### src/rtl/lut_loader_pkg.sv
// Shared constants and FSM encoding for the LUT6 equation loader.
package lut_loader_pkg;

    localparam int LUT_BITS   = 64;
    localparam int LUT_ADDR_W = 6;

    typedef logic [1:0] state_t;

    localparam state_t ST_IDLE   = 2'd0;
    localparam state_t ST_WRITE  = 2'd1;
    localparam state_t ST_VERIFY = 2'd2;
    localparam state_t ST_DONE   = 2'd3;

endpackage

### src/rtl/lut_we_decoder.sv
// One-hot write-enable decode for the LUT bank, with a range check on the id.
module lut_we_decoder #(
    parameter int NUM_LUTS = 32,
    parameter int ID_W     = 5
) (
    input  logic [ID_W-1:0]     id,
    input  logic                en,
    output logic [NUM_LUTS-1:0] we,
    output logic                id_ok
);

    localparam logic [NUM_LUTS-1:0] ONE = {{(NUM_LUTS-1){1'b0}}, 1'b1};

    assign id_ok = (int'(id) < NUM_LUTS);

    // Out-of-range ids decode to all-zero so no cell is ever touched.
    always_comb begin
        we = '0;
        if (en && id_ok) begin
            we = ONE << id;
        end
    end

endmodule

### src/rtl/lut_equation_loader.sv
// Serial writer for a bank of LUT6 cells: one equation bit per cycle, with
// an optional read-back pass that flags any bit that did not stick.
module lut_equation_loader
    import lut_loader_pkg::*;
#(
    parameter int NUM_LUTS = 32,
    parameter int ID_W     = 5,
    parameter int VERIFY   = 1
) (
    input  logic                  clock,
    input  logic                  reset,
    input  logic                  in_valid,
    output logic                  in_ready,
    input  logic [ID_W-1:0]       in_lut_id,
    input  logic [LUT_BITS-1:0]   in_equation,
    output logic [NUM_LUTS-1:0]   lut_we,
    output logic                  lut_data,
    output logic [LUT_ADDR_W-1:0] lut_addr,
    input  logic [NUM_LUTS-1:0]   lut_q,
    output logic                  busy,
    output logic                  done,
    output logic                  error
);

    localparam logic [LUT_ADDR_W-1:0] LAST_ADDR = LUT_ADDR_W'(LUT_BITS - 1);

    state_t                  state;
    logic [ID_W-1:0]         id_q;
    logic [LUT_BITS-1:0]     eq_q;
    logic                    miss_q;

    logic                    accept;
    logic                    id_ok;
    logic [NUM_LUTS-1:0]     dec_we;
    logic [LUT_ADDR_W-1:0]   next_addr;
    logic [NUM_LUTS-1:0]     q_sh;
    logic                    rd_miss;

    assign in_ready  = (state == ST_IDLE);
    assign accept    = in_valid && in_ready;
    assign next_addr = lut_addr + 1'b1;

    // Read-back selects the target cell by shifting rather than indexing,
    // so ID_W may be wider than the bank index.
    assign q_sh    = lut_q >> id_q;
    assign rd_miss = (q_sh[0] != eq_q[lut_addr]);

    lut_we_decoder #(
        .NUM_LUTS (NUM_LUTS),
        .ID_W     (ID_W)
    ) u_we_decoder (
        .id    (in_lut_id),
        .en    (accept),
        .we    (dec_we),
        .id_ok (id_ok)
    );

    always_ff @(posedge clock or posedge reset) begin
        if (reset) begin
            state    <= ST_IDLE;
            id_q     <= '0;
            eq_q     <= '0;
            miss_q   <= 1'b0;
            lut_we   <= '0;
            lut_data <= 1'b0;
            lut_addr <= '0;
            busy     <= 1'b0;
            done     <= 1'b0;
            error    <= 1'b0;
        end else begin
            done  <= 1'b0;
            error <= 1'b0;
            case (state)
                ST_IDLE: begin
                    if (accept) begin
                        id_q     <= in_lut_id;
                        eq_q     <= in_equation;
                        miss_q   <= 1'b0;
                        busy     <= 1'b1;
                        lut_addr <= '0;
                        if (id_ok) begin
                            state    <= ST_WRITE;
                            lut_we   <= dec_we;
                            lut_data <= in_equation[0];
                        end else begin
                            state <= ST_DONE;
                            done  <= 1'b1;
                            error <= 1'b1;
                        end
                    end
                end
                ST_WRITE: begin
                    lut_addr <= next_addr;
                    if (lut_addr == LAST_ADDR) begin
                        lut_we   <= '0;
                        lut_data <= 1'b0;
                        if (VERIFY != 0) begin
                            state <= ST_VERIFY;
                        end else begin
                            state <= ST_DONE;
                            done  <= 1'b1;
                        end
                    end else begin
                        lut_data <= eq_q[next_addr];
                    end
                end
                ST_VERIFY: begin
                    lut_addr <= next_addr;
                    miss_q   <= miss_q | rd_miss;
                    // The final compare is folded straight into error.
                    if (lut_addr == LAST_ADDR) begin
                        state <= ST_DONE;
                        done  <= 1'b1;
                        error <= miss_q | rd_miss;
                    end
                end
                ST_DONE: begin
                    state <= ST_IDLE;
                    busy  <= 1'b0;
                end
                default: begin
                    state <= ST_IDLE;
                end
            endcase
        end
    end

endmodule

### config.mk
export PLATFORM = sky130hd
export DESIGN_NAME = lut_equation_loader
export DESIGN_NICKNAME = d
export VERILOG_FILES = /design/src/rtl/lut_loader_pkg.sv /design/src/rtl/lut_we_decoder.sv /design/src/rtl/lut_equation_loader.sv
export SDC_FILE = /design/constraint.sdc
export NUM_CORES = 1
export LEC_CHECK = 0
export CAP_MARGIN = 20
export CORE_MARGIN = 2
export CORE_UTILIZATION = 40
export CTS_CLUSTER_SIZE = 8
export DETAILED_ROUTE_END_ITERATION = 8
export PLACE_DENSITY = 0.75
export SLEW_MARGIN = 25
export SYNTH_ARGS = -nofsm -noshare
export SYNTH_HDL_FRONTEND = slang
export SYNTH_SLANG_ARGS = --single-unit
### constraint.sdc
create_clock -name clock -period 4 [get_ports clock]
set_clock_uncertainty 0.1 [all_clocks]
set_input_delay 0.6 -clock clock [delete_from_list [all_inputs] [get_ports clock]]
set_output_delay 0.6 -clock clock [all_outputs]
set_load 0.01 [all_outputs]
# Word-level counts from Yosys, hierarchy flattened
# Cells that the tools add are included.
[classes]
add_sub_neg = 1
mul = 0
n_div = 0
order_cmp = 2
eq_ne = 8
n_shift = 2
n_mux = 24
n_bitwise = 1
n_reduce_logical = 14
[ops]
columns = ["cell", "count"]
rows = [
  ["$mux 32", 2],
  ["$pmux 32 s2", 1],
  ["$shl 1x5->32 const A", 1],
  ["$shr 32x5->1", 1],
  ["$lt 6x7->1 const B", 2],
  ["$bmux 1 s6", 2],
  ["$pmux 6 s2", 1],
  ["$mux 1", 10],
  ["$reduce_and 2->1", 5],
  ["$pmux 2 s4", 1],
  ["$reduce_bool 2->1", 4],
  ["$add 6x1->6 const B", 1],
  ["$eq 6x6->1 const B", 1],
  ["$mux 2", 3],
  ["$mux 6", 1],
  ["$pmux 1 s2", 3],
  ["$reduce_and 3->1", 2],
  ["$eq 2x2->1 const B", 2],
  ["$ne 2x2->1 const B", 2],
  ["$eq 2x1->1 const B", 1],
  ["$logic_not 2->1", 1],
  ["$ne 2x1->1 const B", 1],
  ["$reduce_or 2->1", 1],
  ["$logic_and 1x1->1", 1],
  ["2 further kinds", 2],
]
[word_totals]
reg_bits = 114
latch_bits = 0
ram_bits = 0
rom_bits = 0
out_inout_bits = 43
word_cells = 62
mem_count = 0

# Depth between registers and ports, before layout
# Gate-level depths: netlist of the first run.
[logic_depth]
ltp_word = 6
ltp_mapped = 9
ltp_nobuf = 7

# Cells and area by module
# A second synthesis of the first run with hierarchy kept.
[hier_totals]
hier_cells = 429
area_unflattened_um2 = 5941.9
[by_module_without_submodules]
columns = ["module", "n_inst", "cells_each", "area_each_um2"]
rows = [
  ["lut_equation_loader", 1, 380, 5696.7],
  ["lut_we_decoder", 1, 49, 245.2],
]

# Worst setup path after synthesis of the first run
# Ideal clock, no wire load.
[synth_path]
path_type = "register to register"
startpoint = "reg lut_addr[0]"
endpoint = "reg lut_data"
setup_time_ps = 126
t_arrival_ps = 2750
t_required_ps = 3774
slack_ps = 1024
path_stages_with_launch = 8
synth_period_minus_slack_ps = 2976
path_cell_list = "dfrtp_1 > ha_1 > buf_6 > buf_8 > mux4_1 > mux4_2 > mux4_2 > a221o_1"
[synth_between]
elab_chain_cells = 5
[synth_rtl]
columns = ["element", "line", "rtl"]
rows = [
  ["from (decl)", "lut_equation_loader.sv:18", "output logic [LUT_ADDR_W-1:0] lut_addr,"],
  ["from (signal assigned)", "lut_equation_loader.sv:93", "lut_addr <= next_addr;"],
  ["from (signal assigned)", "lut_equation_loader.sv:108", "lut_addr <= next_addr;"],
  ["$add 6x1->6", "lut_equation_loader.sv:41", "assign next_addr = lut_addr + 1'b1;"],
  ["$bmux 1 s6", "lut_equation_loader.sv:104", "lut_data <= eq_q[next_addr];"],
  ["$mux 1 (implied by the code)", "lut_equation_loader.sv:104", ""],
  ["$mux 1 *", "lut_equation_loader.sv:94", "if (lut_addr == LAST_ADDR) begin"],
  ["$pmux 1 s2 *", "lut_equation_loader.sv:73", "case (state)"],
  ["to (signal assigned)", "lut_equation_loader.sv:84", "lut_data <= in_equation[0];"],
  ["to (signal assigned)", "lut_equation_loader.sv:104", ""],
  ["to (decl)", "lut_equation_loader.sv:17", "output logic lut_data,"],
]
# Mark *: on every way between the ends. The rest lies on a longest branch, timed or not. The select of a mux whose other input is x is not followed.
# A chain may end at the register's enable or synchronous reset.

# Worst setup path in the final report of the first run
# Same ends and word-level chain as after synthesis.

==> out/qor.csv, run 1 <==
stage,metric,value,unit
run_status,status,"finished, final reports clean",
synthesis,syn nets,548,
grt,Congestion Overflow GR,0,
worst_setup_path,Worst EP required,4.21,ns
worst_setup_path,cell mode on critical path,mux4_2,
route,drt first-iter violations,410,
route,post-route ant nets,0,
grt,first-pass GRT wire length,24.3,mm
worst_setup_path,Top delay family on crit path,multiplexers,
timing,Fmax,0.313,GHz
timing,hold_ws,0.379,ns
route,DRC viols,0,
layout,layout cells sized above 1,0.261,
timing,Worst Max-Slew Pin Slew,0.902,ns
synthesis,Synth area leader,dfrtp_1,
worst_setup_path,CP Launch Point,lut_addr[0],
worst_setup_path,Worst Path Arrival,3.41,ns
placed_design,"Cell Area, Placed",7500,sq um
route,Via-to-Cell Ratio,5.58,
synthesis,share of the synthesized area in the top cell type,0.485,
worst_setup_path,Setup CP Type,reg2reg,
min_path,Hold/Removal Path Class,reg2reg,
timing,max_slew headroom,0.399,
min_path,Hold Path Origin,lut_we[21],
synthesis,Synth Instances,439,
timing,Final Hold Viols,0,
synthesis,main area contributors after synthesis,"dfrtp_1 (49%), mux4_2 (16%), mux2_2 (13%), nand2_1 (3.3%), o31ai_1 (1.9%)",
timing,Setup TNS Final,0,ns
cts,CTS tree,done,
die,Core Rows,44,
layout,# diodes,0,
placed_design,placed cells,747,
route,DR vias,4349,
cts,Max Buffers Root-to-Sink,2,
cts,clk_lat worst skew,0.42,ns
power_and_ir_drop,Pleak,3.55,nW
cts,post-cts sizing count,0,
layout,Layout Nets,691,
worst_setup_path,Setup crit end kind,flop,
placed_design,number of buffers added on ports,146,
die,Core Region,14400,sq um
timing,minimum clock period,3.20,ns
timing,Pins Over Slew Limit,0,
route,met2 WL,7.51,mm
cts,Clock Pin Slew Worst Setup and Hold Paths,0.06,ns
layout,P&R area growth vs syn,37.8,%
synthesis,"Avg Cell Area, Syn",13.4,sq um
die,die area,15700,sq um
route,DR WL/cell,18.8,microns
timing,RSZ-0062 raised after global routing,false,
die,# IOs,147,
power_and_ir_drop,power per cell area,349,nW/um^2
die,die height,125,microns
worst_setup_path,Worst Path Buf+Inv,1,
cts,Sink Count,114,
layout,final design instance area without fill,8100,sq um
grt,largest net degree at the start of global routing,74,
layout,final cell count without fillers,779,
worst_setup_path,crit path launch type,flop,
timing,Final Setup Violations,0,
synthesis,post-synthesis sequential area ratio,0.485,
worst_setup_path,CP cell instances,"ha_1, buf_12, mux4_1, mux4_2, mux4_2, a221o_1",
grt,aggregate global-route resource usage,0.198,
synthesis,Yosys cell types,42,
route,met3 wire len,935,microns
cts,Num CTS Buffers,17,
route,Max Used Layer,met4,
cts,H-tree Lvls,4,
cts,# Post-CTS Setup Buffers,0,
placed_design,RePlAce Congestion,0.809,
cts,hold buffers post-CTS,0,
route,DR pass1 iterations,5,
placed_design,DP Wirelength,10.8,mm
route,final WL,14.6,mm
synthesis,Ys Warns,0,
worst_setup_path,CP Max Fanout,12,
die,Die Wd,125,microns
grt,vias in the first global route,4640,
synthesis,synthesized area,5880,sq um
worst_setup_path,"slowest stage delay, CP",0.55,ns
synthesis,register bit count reported by yosys,114,
route,DRT met1 WL,5.94,mm
worst_setup_path,"Slowest-stage cell, CP",mux4_1,
die,Initial Util,0.407,
grt,initial antenna violation count,0,
cts,CTS Root Buffer Type,clkbuf_16,
worst_setup_path,worst flop-to-flop path startpoint,lut_addr[0],
power_and_ir_drop,Peak VDD IR,0.278,mV
timing,final worst path period share,0.800,
job,max_cap viols,0,
-- worst paths after layout --
kind                                   end  slack, ns  cells after the start
worst max-delay path              lut_data       0.80                      6
worst min-delay path            lut_we[21]       0.38                      2
worst max register to register    lut_data       0.80                      6
worst min register to register  lut_we[21]       0.38                      2
max in group asynchronous       lut_we[10]       2.32                      3
min in group asynchronous          eq_q[8]       0.63                      2
-- metrics by stage --
step	worst slack, ns	utilization	total power, mW
floorplan	0.284	-	1.21
global placement	0.871	0.520	1.33
detailed placement	0.801	0.520	1.33
CTS	0.791	0.561	2.86
global route	0.671	0.562	2.92
finish	0.802	0.562	2.83
-- worst min-delay path, stage by stage, from the launching register on --
cell	delay [ns]
dfrtp_1	0.34
nand2_1	0.05
o31ai_1	0.05
-- cells by family after synthesis --
| kind of cell | synth area share |
|---|---|
| AOI/OAI and AO/OA | 0.0745 |
| DFF | 0.485 |
| xor gates and xnor gates | 0.00596 |
| adders and majority gates | 0.0106 |
| muxes | 0.318 |
| and+or+nand+nor | 0.0769 |
| buffers and inverters | 0.0287 |
-- registers in the layout, indices dropped and copies added (netlist names), 2 cells and up --
| signal | count |
|---|---|
| state | 2 |
| lut_addr | 6 |
| id_q | 5 |
| lut_we | 32 |
| eq_q | 64 |
-- synth_stat cells --
| cell | n |
|---|---|
| mux4_2 | 42 |
| or2_2 | 3 |
| o211a_1 | 1 |
| xnor2_1 | 3 |
| or2_0 | 1 |
| o2111ai_1 | 1 |
| buf_2 | 3 |
| ha_1 | 5 |
| mux2i_1 | 4 |
| a2bb2oi_1 | 1 |
| buf_8 | 1 |
| mux4_1 | 4 |
| nor4b_1 | 1 |
| buf_6 | 2 |
| o41ai_1 | 12 |
| clkbuf_1 | 16 |
| inv_1 | 6 |
| nand3_1 | 14 |
| xor2_1 | 1 |
| dfrtp_1 | 114 |
| or4_1 | 2 |
| a21oi_1 | 5 |
| and3_1 | 2 |
| nor2_1 | 11 |
| a211oi_1 | 1 |
| a221o_1 | 1 |
| or3_1 | 1 |
| o21ai_0 | 17 |
| buf_1 | 7 |
| a32o_1 | 1 |
| a21boi_0 | 1 |
| o31ai_1 | 15 |
| nand2b_1 | 7 |
| and3b_1 | 1 |
| a22oi_1 | 2 |
| a2111oi_0 | 1 |
| mux2_2 | 69 |
| buf_4 | 1 |
| nand2_1 | 52 |
| a31oi_1 | 1 |
| nor2b_1 | 4 |
| a22o_1 | 2 |
-- layout make-up --
cell class / instances / area [sq um]
repair buffers: 154 / 1530
multi-input cells: 289 / 2860
inverters: 6 / 25.0
clock buffers: 22 / 464
flip-flops and latches: 114 / 2850
fillers: 1187 / 6320
clock inverters: 10 / 133
well taps: 184 / 230
-- report_power, final --
group	total, mW	switching (mW)	internal, mW
Clock	1.52	0.512	1.00
Combinational	0.154	0.0554	0.0990
Sequential	1.15	0	1.15
Total	2.83	0.567	2.26
-- cells in the final DEF (no fill, tap or decap), drive strengths merged, types with 5 or more instances in the layout --
master	n
o41ai	12
buf	8
mux2	69
dfrtp	114
nand2	52
inv	6
o31ai	15
o21ai	17
nor2	11
mux4	46
clkdlybuf4s50	146
ha	5
a21oi	5
clkbuf	22
nand2b	7
nand3	14
-- routing by layer --
metal / track usage / vias up
met5: 0 / -
met4: 0.0562 / 0
met3: 0.0697 / 19
met2: 0.332 / 163
met1: 0.243 / 2201
li1: - / 1966
No activity file was read; power rests on OpenSTA's default activity.
==> run 2: changes to the inputs <==
Settings changed: PLACE_DENSITY 0.75 to 0.78.
Clock period 4 ns to 2.6 ns, I/O delays scaled along.
==> run 2 against run 1 <==
The flow now finishes with violations (negative setup slack); critical endpoint unchanged; highest routed layer unchanged; worst hold slack worse by 0.10 ns; sequential power increased by 55%; combinational power increased by 59%; flip-flop and latch count unchanged; global-route usage grew 0.20 points; largest cell class unchanged; cell count is 3.0% higher; critical path type unchanged; sequential share of layout area decreased by 1.4 points; maximum frequency rose by 10%; core utilization up 2.4 points; total power increased by 55%.
==> out/qor.csv, run 2 (same netlist as run 1, synthesis figures left out) <==
stage,metric,value,unit
cts,hold buffers post-CTS,0,
cts,clk_lat worst skew,0.41,ns
placed_design,DP Wirelength,11.0,mm
timing,Final Hold Viols,0,
die,die height,125,microns
die,die area,15700,sq um
job,max_cap viols,0,
die,# IOs,147,
route,drt first-iter violations,317,
worst_setup_path,cell mode on critical path,mux4_2,
run_status,status,finished with violations,
cts,H-tree Lvls,4,
power_and_ir_drop,Peak VDD IR,0.453,mV
timing,Final Setup Violations,2,
worst_setup_path,Setup CP Type,reg2reg,
placed_design,RePlAce Congestion,0.848,
timing,minimum clock period,2.90,ns
power_and_ir_drop,power per cell area,520,nW/um^2
worst_setup_path,CP cell instances,"ha_4, clkbuf_16, mux4_2, mux4_2, mux4_2, a221o_1",
worst_setup_path,Worst Path Arrival,3.09,ns
layout,Layout Nets,714,
worst_setup_path,Worst Path Buf+Inv,1,
grt,vias in the first global route,4630,
layout,# diodes,0,
worst_setup_path,Worst EP required,2.79,ns
timing,Worst Max-Slew Pin Slew,0.726,ns
min_path,Hold/Removal Path Class,in2async,
layout,max reg flops,64,
worst_setup_path,Setup crit end kind,flop,
cts,CTS tree,done,
placed_design,"Cell Area, Placed",7630,sq um
worst_setup_path,Top delay family on crit path,multiplexers,
route,post-route ant nets,0,
worst_setup_path,"Slowest-stage cell, CP",mux4_2,
run_status,failing checks,negative setup slack,
worst_setup_path,crit path launch type,flop,
route,DR WL/cell,19.0,microns
layout,"commonest non-fill, non-tap cell in the layout",clkdlybuf4s50_1,
cts,Clock Pin Slew Worst Setup and Hold Paths,0.05,ns
route,DR vias,4451,
timing,max_slew headroom,0.511,
layout,P&R area growth vs syn,43.6,%
layout,Final Util,0.585,
grt,aggregate global-route resource usage,0.200,
grt,first-pass GRT wire length,24.6,mm
die,Core Region,14400,sq um
layout,layout cells sized above 1,0.304,
worst_setup_path,"slowest stage delay, CP",0.49,ns
worst_setup_path,r2r setup slk,-0.30,ns
cts,CTS Root Buffer Type,clkbuf_16,
placed_design,Setup WS pre-CTS,-0.367,ns
die,Initial Util,0.407,
cts,Max Buffers Root-to-Sink,2,
power_and_ir_drop,Pleak,3.69,nW
grt,initial antenna violation count,0,
layout,final design instance area without fill,8440,sq um
timing,Fmax,0.344,GHz
die,Die Wd,125,microns
placed_design,number of buffers added on ports,146,
timing,Pins Over Slew Limit,0,
layout,Top reg by flops,eq_q,
layout,leading registers by flop count,"eq_q x64, lut_we x32, lut_addr x6",
die,Core Rows,44,
cts,Num CTS Buffers,17,
grt,Congestion Overflow GR,0,
timing,worst setup margin,-0.303,ns
route,DR pass1 iterations,4,
timing,final worst path period share,1.12,
timing,RSZ-0062 raised after global routing,true,
route,DRC viols,0,
layout,most frequent cells in the layout,"clkdlybuf4s50_1 (146), dfrtp_1 (113), mux2_2 (69)",
route,Via-to-Cell Ratio,5.55,
grt,largest net degree at the start of global routing,71,
route,final WL,15.2,mm
worst_setup_path,CP Max Fanout,6,
cts,Sink Count,114,
==> run 2: final timing paths <==
path / start / endpoint / depth (start not counted)
min in group clock: lut_we[3] / lut_we[3] / 2
worst min-delay path: reset / eq_q[63] / 2
worst max register to register: lut_addr[1] / lut_data / 6
worst min register to register: lut_we[3] / lut_we[3] / 2
worst max-delay path: lut_addr[1] / lut_data / 6
max in group asynchronous: reset / lut_we[1] / 3
==> run 2: cell type report <==
cell class / count / area, sq um
timing repair buffer: 177 / 1820
tap: 184 / 230
clock inverter: 9 / 129
fill: 1138 / 5980
multi-input combinational: 289 / 2900
inverter: 6 / 26.3
sequential: 114 / 2850
clock buffer: 23 / 478
==> run 2: timing repair <==
action	4_1_cts	5_1_grt
resized for setup	10	7
buffers inserted	6	3
gates cloned	1	1
endpoints found under the hold margin	0	0
pin swaps	5	3
setup endpoints to repair	3	3
==> run 2: metrics by stage <==
step / instances / power, mW / setup TNS, ns / hold WS (ns)
after floorplan: 439 / 1.86 / -0.311 / 0.359
after global placement: 759 / 2.05 / -0.520 / 0.359
after detailed placement: 759 / 2.05 / -0.776 / 0.371
after CTS: 798 / 4.43 / -0.330 / 0.279
after global routing: 802 / 4.51 / -0.477 / 0.317
final: 802 / 4.39 / -0.357 / 0.280
==> run 2: power breakdown <==
group / internal, mW / switching (mW)
combinational: 0.160 / 0.0853
sequential: 1.78 / 0
clock: 1.58 / 0.790
==> run 2: worst reg2reg max path, delay by kind of cell (launching register included) <==
kind                     cells  cell delay (ns)
AO/OA/AOI/OAI                1             0.32
adder cells (fa/ha/maj)      1             0.32
buffers and inverters        1             0.16
flip-flops                   1             0.42
multiplexers                 3             1.45
==> run 2: metal layers <==
layer / track usage / vias up / share of wire
met2: 0.331 / 178 / 0.51
met5: 0 / - / 0
met4: 0.0634 / 0 / 0.015
met3: 0.0608 / 22 / 0.063
li1: - / 2007 / -
met1: 0.253 / 2244 / 0.41
